**config.mk**
```make
export PLATFORM = sky130hd
export DESIGN_NAME = pcs_block_lock
export DESIGN_NICKNAME = d
export VERILOG_FILES = /design/src/rtl/pcs_block_lock.sv
export SDC_FILE = /design/constraint.sdc
export NUM_CORES = 1
export LEC_CHECK = 0
export ABC_AREA = 1
export CAP_MARGIN = 0
export CELL_PAD_IN_SITES_DETAIL_PLACEMENT = 2
export CELL_PAD_IN_SITES_GLOBAL_PLACEMENT = 2
export CORE_AREA = 2 2 129 131
export CTS_CLUSTER_SIZE = 28
export DETAILED_ROUTE_END_ITERATION = 6
export DIE_AREA = 0 0 131 133
export GPL_TIMING_DRIVEN = 0
export HOLD_SLACK_MARGIN = 0.05
export PLACE_DENSITY = 0.88
export SKIP_CTS_REPAIR_TIMING = 1
export SLEW_MARGIN = 10
export SYNTH_ARGS = -nofsm -noshare
export SYNTH_HDL_FRONTEND = slang
export SYNTH_SLANG_ARGS = --single-unit
```
**constraint.sdc**
```tcl
create_clock -name clk -period 6.9 [get_ports clk]
set_input_delay 1.725 -clock clk [delete_from_list [all_inputs] [get_ports clk]]
set_output_delay 1.725 -clock clk [all_outputs]
set_load 0.005 [all_outputs]
```
**src/rtl/pcs_block_lock.sv**
```systemverilog
// pcs_block_lock: receive-side 64b/66b block synchroniser.
// Hunts for sync-header alignment and asks the gearbox to slip one bit on a bad header.
// Holds block lock until too many bad headers land in one test window.
// Forwards blocks to the decoder, one cycle late, only while locked.
// Optional hi-BER monitor: define PCS_HI_BER_EN to build it. Otherwise hi_ber is tied low.
module pcs_block_lock #(
  parameter int PCS_DATA_WIDTH    = 66,
  parameter int SH_CNT_MAX        = 64,
  parameter int SH_INVALID_MAX    = 16,
  parameter int SLIP_WAIT_BLOCKS  = 32,
  parameter int BER_WINDOW_BLOCKS = 19531
) (
  input  logic                      clk,
  input  logic                      rst,
  input  logic [PCS_DATA_WIDTH-1:0] encoded_data_in,
  input  logic                      encoded_valid_in,
  output logic [PCS_DATA_WIDTH-1:0] encoded_data_out,
  output logic                      encoded_valid_out,
  output logic                      slip_out,
  output logic                      block_lock,
  output logic [7:0]                sh_err_count,
  output logic                      hi_ber
);

  localparam int SH_W   = $clog2(SH_CNT_MAX) + 1;
  localparam int INV_W  = $clog2(SH_INVALID_MAX) + 1;
  localparam int WAIT_W = $clog2(SLIP_WAIT_BLOCKS) + 1;

  localparam logic [SH_W-1:0]   SH_LAST   = SH_W'(SH_CNT_MAX);
  localparam logic [INV_W-1:0]  INV_LAST  = INV_W'(SH_INVALID_MAX);
  localparam logic [WAIT_W-1:0] WAIT_LAST = WAIT_W'(SLIP_WAIT_BLOCKS);

  typedef enum logic [1:0] {
    HUNT      = 2'd0,
    SLIP_WAIT = 2'd1,
    LOCKED    = 2'd2
  } state_t;

  state_t              state;
  logic [SH_W-1:0]     sh_cnt;
  logic [INV_W-1:0]    sh_invalid_cnt;
  logic [WAIT_W-1:0]   wait_cnt;
  logic                valid_q;

  logic [1:0]          header;
  logic                sh_ok;
  logic                sh_bad;
  logic [SH_W-1:0]     sh_cnt_inc;
  logic [INV_W-1:0]    inv_inc;
  logic [WAIT_W-1:0]   wait_inc;

  // A header is valid only as 01 or 10, which is the same as its two bits differing.
  assign header     = encoded_data_in[PCS_DATA_WIDTH-1 -: 2];
  assign sh_ok      = ^header;
  assign sh_bad     = ~sh_ok;
  assign sh_cnt_inc = sh_cnt + SH_W'(1);
  assign inv_inc    = sh_invalid_cnt + INV_W'(sh_bad);
  assign wait_inc   = wait_cnt + WAIT_W'(1);

  // Datapath register: copy every valid block, and mark it for the decoder only if it arrived while locked.
  always_ff @(posedge clk or posedge rst) begin
    if (rst) begin
      encoded_data_out <= '0;
      valid_q          <= 1'b0;
    end else begin
      valid_q <= encoded_valid_in && (state == LOCKED);
      if (encoded_valid_in) begin
        encoded_data_out <= encoded_data_in;
      end
    end
  end

  // A high error rate masks forwarding without disturbing the lock machine.
  assign encoded_valid_out = valid_q & ~hi_ber;

  // Lock state machine: only valid blocks advance it, and each slip request lasts a single cycle.
  always_ff @(posedge clk or posedge rst) begin
    if (rst) begin
      state          <= HUNT;
      sh_cnt         <= '0;
      sh_invalid_cnt <= '0;
      wait_cnt       <= '0;
      slip_out       <= 1'b0;
      block_lock     <= 1'b0;
      sh_err_count   <= '0;
    end else begin
      slip_out <= 1'b0;
      if (encoded_valid_in) begin
        case (state)
          HUNT: begin
            if (sh_ok) begin
              if (sh_cnt_inc == SH_LAST) begin
                state          <= LOCKED;
                block_lock     <= 1'b1;
                sh_cnt         <= '0;
                sh_invalid_cnt <= '0;
              end else begin
                sh_cnt <= sh_cnt_inc;
              end
            end else begin
              slip_out <= 1'b1;
              sh_cnt   <= '0;
              wait_cnt <= '0;
              state    <= SLIP_WAIT;
            end
          end
          SLIP_WAIT: begin
            if (wait_inc == WAIT_LAST) begin
              state    <= HUNT;
              wait_cnt <= '0;
              sh_cnt   <= '0;
            end else begin
              wait_cnt <= wait_inc;
            end
          end
          LOCKED: begin
            if (sh_bad && (sh_err_count != 8'hFF)) begin
              sh_err_count <= sh_err_count + 8'd1;
            end
            if (inv_inc == INV_LAST) begin
              state          <= SLIP_WAIT;
              block_lock     <= 1'b0;
              slip_out       <= 1'b1;
              sh_cnt         <= '0;
              sh_invalid_cnt <= '0;
              wait_cnt       <= '0;
            end else if (sh_cnt_inc == SH_LAST) begin
              sh_cnt         <= '0;
              sh_invalid_cnt <= '0;
            end else begin
              sh_cnt         <= sh_cnt_inc;
              sh_invalid_cnt <= inv_inc;
            end
          end
          default: begin
            state      <= HUNT;
            block_lock <= 1'b0;
          end
        endcase
      end
    end
  end

`ifdef PCS_HI_BER_EN
  localparam int                BER_W      = $clog2(BER_WINDOW_BLOCKS) + 1;
  localparam logic [BER_W-1:0]  WIN_LAST   = BER_W'(BER_WINDOW_BLOCKS);
  localparam logic [BER_W-1:0]  BER_THRESH = BER_W'(16);

  logic [BER_W-1:0] win_cnt;
  logic [BER_W-1:0] ber_cnt;
  logic [BER_W-1:0] win_inc;
  logic [BER_W-1:0] ber_inc;
  logic             hi_ber_q;

  assign win_inc = win_cnt + BER_W'(1);
  assign ber_inc = ber_cnt + BER_W'(sh_bad);

  // BER monitor: count bad headers in every state and flag as soon as the window reaches the threshold.
  // At the end of each window, re-evaluate the flag from that window's count.
  always_ff @(posedge clk or posedge rst) begin
    if (rst) begin
      win_cnt  <= '0;
      ber_cnt  <= '0;
      hi_ber_q <= 1'b0;
    end else if (encoded_valid_in) begin
      if (win_inc == WIN_LAST) begin
        hi_ber_q <= (ber_inc >= BER_THRESH);
        win_cnt  <= '0;
        ber_cnt  <= '0;
      end else begin
        win_cnt <= win_inc;
        ber_cnt <= ber_inc;
        if (ber_inc >= BER_THRESH) begin
          hi_ber_q <= 1'b1;
        end
      end
    end
  end

  assign hi_ber = hi_ber_q;
`else
  // Without the monitor the window length has no effect, and the flag is constant low.
  localparam logic BER_TIE_LOW = (BER_WINDOW_BLOCKS < 0);
  assign hi_ber = BER_TIE_LOW;
`endif

endmodule

```
[After elaboration in Yosys (flattened, before gate mapping)]
Index checks and enable logic that the tools add are counted.
Widths: inputs -> output; s select.
Cells by class
  add/sub/neg operators: 4
  equality and inequality tests: 12
  multiplexer cells: 27
  bitwise gates (word level): 2
  reduce and logical (&&, ||, !) cells: 12
Operators by type and width (number)
  $mux 7: 4
  $pmux 7 s3: 1
  $mux 5: 4
  $mux 6: 3
  $pmux 6 s3: 1
  $reduce_and 4->1: 3
  $pmux 5 s2: 1
  $add 8x1->8 const B: 1
  $mux 2: 4
  $ne 2x2->1 const B: 4
  $ne 8x8->1 const B: 1
  $add 7x1->7 const B: 1
  $eq 7x7->1 const B: 1
  $add 6x1->6 const B: 1
  $eq 6x6->1 const B: 1
  $mux 1: 6
  $pmux 2 s3: 1
  $reduce_and 3->1: 2
  $add 5x1->5: 1
  $eq 5x5->1 const B: 1
  $reduce_and 5->1: 1
  $ne 3x3->1 const B: 1
  $pmux 1 s3: 1
  $reduce_bool 3->1: 1
  9 further kinds: 11
Word-level totals
  register bits: 97
  input bits: 69

[Depth between registers and ports, before layout]
Gate-level depths: netlist of run 1.
  depth in word-level cells: 7
  depth in mapped cells: 16
  gate-level depth less buffers: 16

[Least setup slack after synthesis of run 1]
OpenSTA, ideal clock, no wires.
  path type: input port to flip-flop
  from: input port encoded_data_in[65]
  to: register state[0]
  data arrival time: 3263 ps
  slack: 3520 ps
  cell stages on the path: 15
  cells stage by stage: inv_1 nand2_1 nand2_1 inv_1 ha_1 ha_1 or2_1 a21oi_2 nand3_2 nand2_2 nand2_2 inv_1 nand3_1 nand2_1 nand2_1
Between the ends
  word-level cells in the longest chain between the ends: 6
  elaborated cells on any way between the ends: 9
  classes of those cells: 1 x add/sub; 3 x eq/ne; 2 x mux; 1 x bitwise; 2 x reduce/logical
RTL lines
  start: declaration: line 15  | input logic [PCS_DATA_WIDTH-1:0] encoded_data_in,
  $reduce_xor 2->1 *: line 54  | assign sh_ok = ^header;
  $not 1->1: line 55  | assign sh_bad = ~sh_ok;
  $add 5x1->5: line 57  | assign inv_inc = sh_invalid_cnt + INV_W'(sh_bad);
  $eq 5x5->1: line 120  | if (inv_inc == INV_LAST) begin
  $ne 2x1->1 (no line)
  $reduce_and 4->1 (no line)
  end signal: assignment: line 79  | state <= HUNT;
  end signal: assignment: line 121  | state <= SLIP_WAIT;
  end signal: assignment: line 136  | state <= HUNT;
  end: declaration: line 39  | state_t state;
Mark *: on every way between the ends. The rest lies on a longest branch, timed or not.
A chain may end at the register's enable or synchronous reset.

[Final worst setup path of run 1]
  from: input port encoded_data_in[65]
  to: register wait_cnt[3]
Between the ends
  word-level cells in the longest chain between the ends: 6
  elaborated cells on any way between the ends: 7
  classes of those cells: 1 x add/sub; 3 x eq/ne; 1 x bitwise; 2 x reduce/logical
RTL lines
  $reduce_xor 2->1 *: line 54
  $not 1->1: line 55
  $add 5x1->5: line 57
  $eq 5x5->1: line 120
  $ne 2x1->1 (no line)
  $reduce_and 4->1 (no line) *
  end signal: assignment: line 113  | wait_cnt <= wait_inc;
  end: declaration: line 42  | logic [WAIT_W-1:0] wait_cnt;
Marks and branches as above.

==> flow_summary_export.csv, run 1 <==
group,metric,value,unit
routing,routed_wl,15200,um
die,ioPinCount,147,
worst_setup_path,start_kind,"primary input",
worst_setup_path,arrival,4.03,ns
logic_synthesis,synthAdderAreaFrac,2.82,%
finish,final_core_util,40.1,%
logic_synthesis,synth-async-reset-ratio,100,%
logic_synthesis,synth_cell_types,34,
finish,register_area,2430,um2
placed_design,portBuffers,144,
finish,areaGrowthSynthToFinish,46.0,%
sta,relSlewSlack,50.4,%
finish,multi_input_area,1770,um2
sta,rsz0062_at_grt,"no",
outcome,status,"finished clean",
power,p_per_area,230,nW/um2
worst_hold_path,hold_path_class,"flip-flop to flip-flop",
global_routing,grt_max_degree,57,
sta,period_minus_slack,3.76,ns
logic_synthesis,muxShareOfSynthArea,0.254,%
placed_design,gp_congestion,0.769,
sta,worst_clock_skew,0.00896,ns
sta,hold_viol_final,0,
clock_network,cts_tree,"yes",
sta,finalSetupViolCount,0,
finish,fin_nets,781,
routing,wl_per_cell,16.4,um
logic_synthesis,synth_top_family_by_area,"simple AND/OR/NAND/NOR gates",
global_routing,gr-total-overflow,0,
sta,fmax,0.266,GHz
flow_run,maxCapViolCount,0,
logic_synthesis,synth_nets,625,
die,floorplan.rows,47,
logic_synthesis,syn_area_per_cell,8.13,um2
clock_network,clkTransAtPathRegs,0.07,ns
die,dieHeight,133,um
worst_hold_path,hold-path-cell-count,2,
sta,fin_ws,3.14,ns
logic_synthesis,synthCells,546,
logic_synthesis,yosys.area.top_type,"dfrtp_1",
global_routing,grt_pass1_wl,24900,um
global_routing,grt_usage,18.5,%
worst_setup_path,cp.required,7.17,ns
clock_network,cts_buffers,9,
logic_synthesis,synth.area.top_cells,"dfrtp_1 (55%), nand2_1 (23%), inv_1 (3.4%)",
clock_network,cts_buffer_depth,2,
logic_synthesis,synth_top_area_share,54.7,%
routing,num_vias,4165,
clock_network,cts_root_buf,"clkbuf_16",
power,ir_drop,0.103,mV
finish,fill_cells,1820,
sta,finalCritPeriodShare,54.5,%
logic_synthesis,synth-edff-count,0,
logic_synthesis,synth-simple-area-share,32.7,%
die,die-area,17400,um2
sta,drv_slew,0,
sta,worst_pin_slew,0.745,ns
finish,antenna_cells,0,
routing,vias_per_cell,4.49,
die,core_area,16200,um2
placed_design,dpl.hpwl,11500,um
routing,drt_iter0_markers,89,
global_routing,antenna_found_initial,0,
routing,final_antenna_net_count,0,
clock_network,htree_num_levels,3,
global_routing,grt_pass1_vias,4821,
logic_synthesis,yosysMostFrequentCell,"nand2_1",
logic_synthesis,synth_compound_area_share,2.90,%
sta,fin_setup_tns,0,ns
logic_synthesis,synth_top_flop_cell,"dfrtp_1",
worst_setup_path,crit_path_max_fanout,9,
logic_synthesis,yosys-top-cells-count,"nand2_1 (274), dfrtp_1 (97), inv_1 (40)",
die,die_w,131,um
finish,drive_gt1_share,6.93,%
clock_network,insertion_delay,0.35,ns
worst_setup_path,end_kind,"flip-flop",
worst_setup_path,critPathKind,"primary input to flip-flop",
clock_network,cts.sink_count,97,
routing,drc,0,
die,initial_utilization,27.5,%
logic_synthesis,synth-seq-cells,97,
logic_synthesis,synth-xor-area-share,0.986,%
power,total_leakage_power,0.00318,uW
worst_setup_path,r2r_cells,10,
routing,firstDrtPassIters,4,
logic_synthesis,syn_area,4440,um2
placed_design,place_ws,2.78,ns
logic_synthesis,yosys_warnings,0,
logic_synthesis,yosysSeqAreaShare,54.7,%
[logic make-up (layout without fill, tap and decap cells)]
family,count (synthesis),after routing
fa+ha+maj,10,10
flops,97,97
xor+xnor,5,5
compound gates,23,23
mux,1,1
other cells,1,1
buf+inv,62,223
simple gates,347,347
[critical path, stage by stage]
cell	delay [ns]
clkdlybuf4s50_1	0.43
inv_1	0.08
nand2_1	0.05
nand2_1	0.11
inv_1	0.09
ha_1	0.22
ha_1	0.29
or2_1	0.22
a21oi_2	0.12
nand3_2	0.11
nand2_2	0.09
nand2_2	0.09
nor2_4	0.21
nand3_1	0.10
o21ai_1	0.09
[layer usage]
metal  part of all wire [%]  up-vias  track usage [%]
li1                       -     1983                -
met1                     39     2067             20.8
met2                     53       93             32.5
met3                    6.4       22             5.86
met4                    2.1        0             6.97
met5                      0        -                0
[placed cells by master, fill, tap and decap left out, drive strengths merged, types with 4 or more instances in the layout]
cell type      instances
a21oi                  5
buf                    9
clkbuf                22
clkdlybuf4s50        144
dfrtp                 97
ha                    10
inv                   45
nand2                285
nand3                 30
nand4                  6
nor2                  19
nor3                   4
o21ai                 17
xor2                   4
[stage by stage]
| stage | instance area (um2) | cells | power, uW | hold WS (ns) |
|---|---|---|---|---|
| 5_1_grt | 6480 | 927 | 1570 | 0.507 |
| 4_1_cts | 6480 | 927 | 1510 | 0.482 |
| 6_report | 6480 | 927 | 1490 | 0.474 |
| 2_1_floorplan | 4440 | 546 | 817 | 0.465 |
| 3_3_place_gp | 6160 | 910 | 981 | 0.453 |
| 3_5_place_dp | 6190 | 911 | 1000 | 0.463 |
[flip-flops by register name, summed over array words and instances, names as in the netlist]
signal,cells
sh_cnt,7
slip_out,1
encoded_valid_out,1
encoded_data_out,66
wait_cnt,6
state,2
sh_err_count,8
sh_invalid_cnt,5
block_lock,1
[worst paths after layout]
kind / start / to / slack, ns
setup / recovery: encoded_data_in[65] / wait_cnt[3]$_DFFE_PP0P_ / 3.14
hold / removal: encoded_data_out[47]$_DFFE_PP0P_ / encoded_data_out[47]$_DFFE_PP0P_ / 0.47
setup reg to reg: sh_invalid_cnt[0]$_DFFE_PP0P_ / wait_cnt[3]$_DFFE_PP0P_ / 4.85
hold reg to reg: encoded_data_out[47]$_DFFE_PP0P_ / encoded_data_out[47]$_DFFE_PP0P_ / 0.47
max in group asynchronous: rst / sh_err_count[3]$_DFFE_PP0P_ / 4.43
min in group asynchronous: rst / encoded_data_out[9]$_DFFE_PP0P_ / 1.79
[final cells by class]
type | count | area share [%]
multi-input combinational | 387 | 27.3
sequential | 97 | 37.5
buffer | 17 | 1.20
clock buffer | 13 | 4.17
tap | 220 | 4.25
inverter | 45 | 2.64
timing repair buffer | 145 | 22.7
clock inverter | 3 | 0.367
[power breakdown]
| group | internal, uW | switching [uW] |
|---|---|---|
| logic | 156 | 171 |
| registers | 621 | 43.4 |
| clock network | 275 | 224 |
Note: power is estimated with default switching activity, not from simulation.
==> inputs of run 2 (changes only) <==
--- a/config.mk
+++ b/config.mk
@@ -9,13 +9,13 @@
 export CAP_MARGIN = 0
 export CELL_PAD_IN_SITES_DETAIL_PLACEMENT = 2
 export CELL_PAD_IN_SITES_GLOBAL_PLACEMENT = 2
-export CORE_AREA = 2 2 129 131
+export CORE_AREA = 2 2 142 144
 export CTS_CLUSTER_SIZE = 28
 export DETAILED_ROUTE_END_ITERATION = 6
-export DIE_AREA = 0 0 131 133
+export DIE_AREA = 0 0 144 146
 export GPL_TIMING_DRIVEN = 0
 export HOLD_SLACK_MARGIN = 0.05
-export PLACE_DENSITY = 0.88
+export PLACE_DENSITY = 0.78
 export SKIP_CTS_REPAIR_TIMING = 1
 export SLEW_MARGIN = 10
 export SYNTH_ARGS = -nofsm -noshare
==> constraint.sdc (replaced) <==
create_clock -name clk -period 3.4 [get_ports clk]
set_input_delay 0.85 -clock clk [delete_from_list [all_inputs] [get_ports clk]]
set_output_delay 0.85 -clock clk [all_outputs]
set_load 0.005 [all_outputs]
==> flow_summary_export.csv, run 2 (synthesized netlist as in run 1, its figures left out) <==
group,metric,value,unit
sta,whs,0.471,ns
finish,largest_reg_flops,66,
routing,drc,0,
sta,finalCritPeriodShare,87.5,%
worst_setup_path,reg2reg_slack,1.33,ns
routing,routed_wl,14500,um
power,p_per_area,459,nW/um2
global_routing,antenna_found_initial,0,
sta,fmax,0.336,GHz
worst_setup_path,cpMaxStageDelayCell,"clkdlybuf4s50_1",
placed_design,gp_congestion,0.747,
worst_setup_path,critPathKind,"primary input to flip-flop",
worst_setup_path,path_common_cell,"nand2_1",
worst_setup_path,critPathMaxStageDelay,0.44,ns
finish,most-common-layout-cells,"nand2_1 (274), clkdlybuf4s50_1 (144), dfrtp_1 (97), inv_1 (39), nand3_1 (28)",
die,floorplan.rows,51,
die,initial_utilization,23.0,%
sta,hold_viol_final,0,
finish,layout_commonest_cell,"nand2_1",
power,totalPowerFinal,2990,uW
routing,wl_per_cell,14.9,um
clock_network,insertion_delay,0.34,ns
worst_setup_path,cp.required,3.63,ns
finish,antenna_cells,0,
global_routing,grt_max_degree,51,
worst_setup_path,arrival,3.21,ns
clock_network,cts_tree,"yes",
finish,fin_nets,781,
routing,firstDrtPassIters,4,
sta,period_minus_slack,2.97,ns
finish,top_register,"encoded_data_out",
worst_setup_path,start_kind,"primary input",
sta,worst_pin_slew,0.660,ns
clock_network,cts_root_buf,"clkbuf_16",
worst_setup_path,end_kind,"flip-flop",
die,dieHeight,146,um
clock_network,htree_num_levels,3,
routing,vias_per_cell,4.24,
routing,final_antenna_net_count,0,
global_routing,gr-total-overflow,0,
clock_network,cts.sink_count,97,
worst_hold_path,hold-path-cell-count,2,
sta,rsz0062_at_grt,"no",
sta,drv_slew,0,
sta,relSlewSlack,55.5,%
die,die-area,21000,um2
global_routing,grt_pass1_vias,4751,
die,ioPinCount,147,
finish,final_core_util,33.7,%
flow_run,maxCapViolCount,0,
routing,drt_iter0_markers,82,
outcome,status,"finished clean",
worst_hold_path,hold_path_class,"flip-flop to flip-flop",
finish,fill_cells,2201,
clock_network,cts_buffers,9,
global_routing,grt_pass1_wl,24200,um
sta,worst_clock_skew,0.00330,ns
finish,reg_top3,"encoded_data_out (66), sh_err_count (8), sh_cnt (7)",
finish,drive_gt1_share,6.52,%
power,total_leakage_power,0.00317,uW
routing,num_vias,4120,
placed_design,dpl.hpwl,11400,um
clock_network,cts_buffer_depth,2,
power,ir_drop,0.224,mV
worst_setup_path,path_cells,"clkdlybuf4s50_1 -> inv_1 -> nand2_1 -> nand2_1 -> inv_1 -> ha_1 -> ha_1 -> or2_1 -> a21oi_2 -> nand3_2 -> nand2_2 -> nand2_2 -> inv_1 -> nand3_1 -> nand2_1 -> nand2_1",
finish,areaGrowthSynthToFinish,46.9,%
clock_network,clkTransAtPathRegs,0.06,ns
die,die_w,144,um
placed_design,portBuffers,144,
worst_setup_path,r2r_cells,11,
die,core_area,19300,um2
global_routing,grt_usage,14.6,%
worst_setup_path,crit_path_max_fanout,5,
sta,finalSetupViolCount,0,
## run 2: final cells by class
| type | instances | area (um2) | share of cell area (%) |
|---|---|---|---|
| Inverter | 45 | 171 | 2.63 |
| Multi-Input combinational cell | 387 | 1770 | 27.1 |
| Timing Repair Buffer | 145 | 1470 | 22.5 |
| Tap cell | 265 | 332 | 5.08 |
| Buffer | 17 | 77.6 | 1.19 |
| Clock inverter | 3 | 42.5 | 0.652 |
| Sequential cell | 97 | 2430 | 37.2 |
| Clock buffer | 12 | 236 | 3.63 |
## run 2: metrics by stage
stage               setup WS [ns]  setup TNS (ns)  instances  instance area (um2)
floorplan                  0.0163               0        546                 4440
global placement            -1.68         -162.18        955                 6210
detailed placement         0.0438               0        956                 6240
CTS                         0.419               0        971                 6520
global route                0.127               0        971                 6520
finish                      0.425               0        971                 6520
## run 2: worst paths after layout
| path | startpoint | endpoint |
|---|---|---|
| worst max-delay path | encoded_data_in[64] | state[1]$_DFFE_PP0P_ |
| worst min-delay path | encoded_data_out[62]$_DFFE_PP0P_ | encoded_data_out[62]$_DFFE_PP0P_ |
| worst max register to register | sh_invalid_cnt[0]$_DFFE_PP0P_ | state[1]$_DFFE_PP0P_ |
| worst min register to register | encoded_data_out[62]$_DFFE_PP0P_ | encoded_data_out[62]$_DFFE_PP0P_ |
| max in group asynchronous | rst | encoded_data_out[10]$_DFFE_PP0P_ |
| min in group asynchronous | rst | encoded_data_out[33]$_DFFE_PP0P_ |
## run 2: where the power goes
| part | switching, uW | internal (uW) |
|---|---|---|
| clock | 423 | 566 |
| combinational | 338 | 316 |
| sequential | 87.6 | 1260 |
## run 2: metal layers
metal	GRT usage, %	share of wire (%)	routed length, um	up-vias
met5	0	0	0	-
met4	3.24	0.96	139	0
met3	5.23	6.7	966	11
met2	26.8	54	7840	77
met1	15.9	38	5510	2054
li1	-	-	-	1978
## run 2: worst max-delay path, delay by kind of cell
kind                       cells  cell delay, ns
buffers and inverters          4            0.76
AOI/OAI and AO/OA              1            0.11
adders and majority gates      2            0.53
and+or+nand+nor                9            0.94
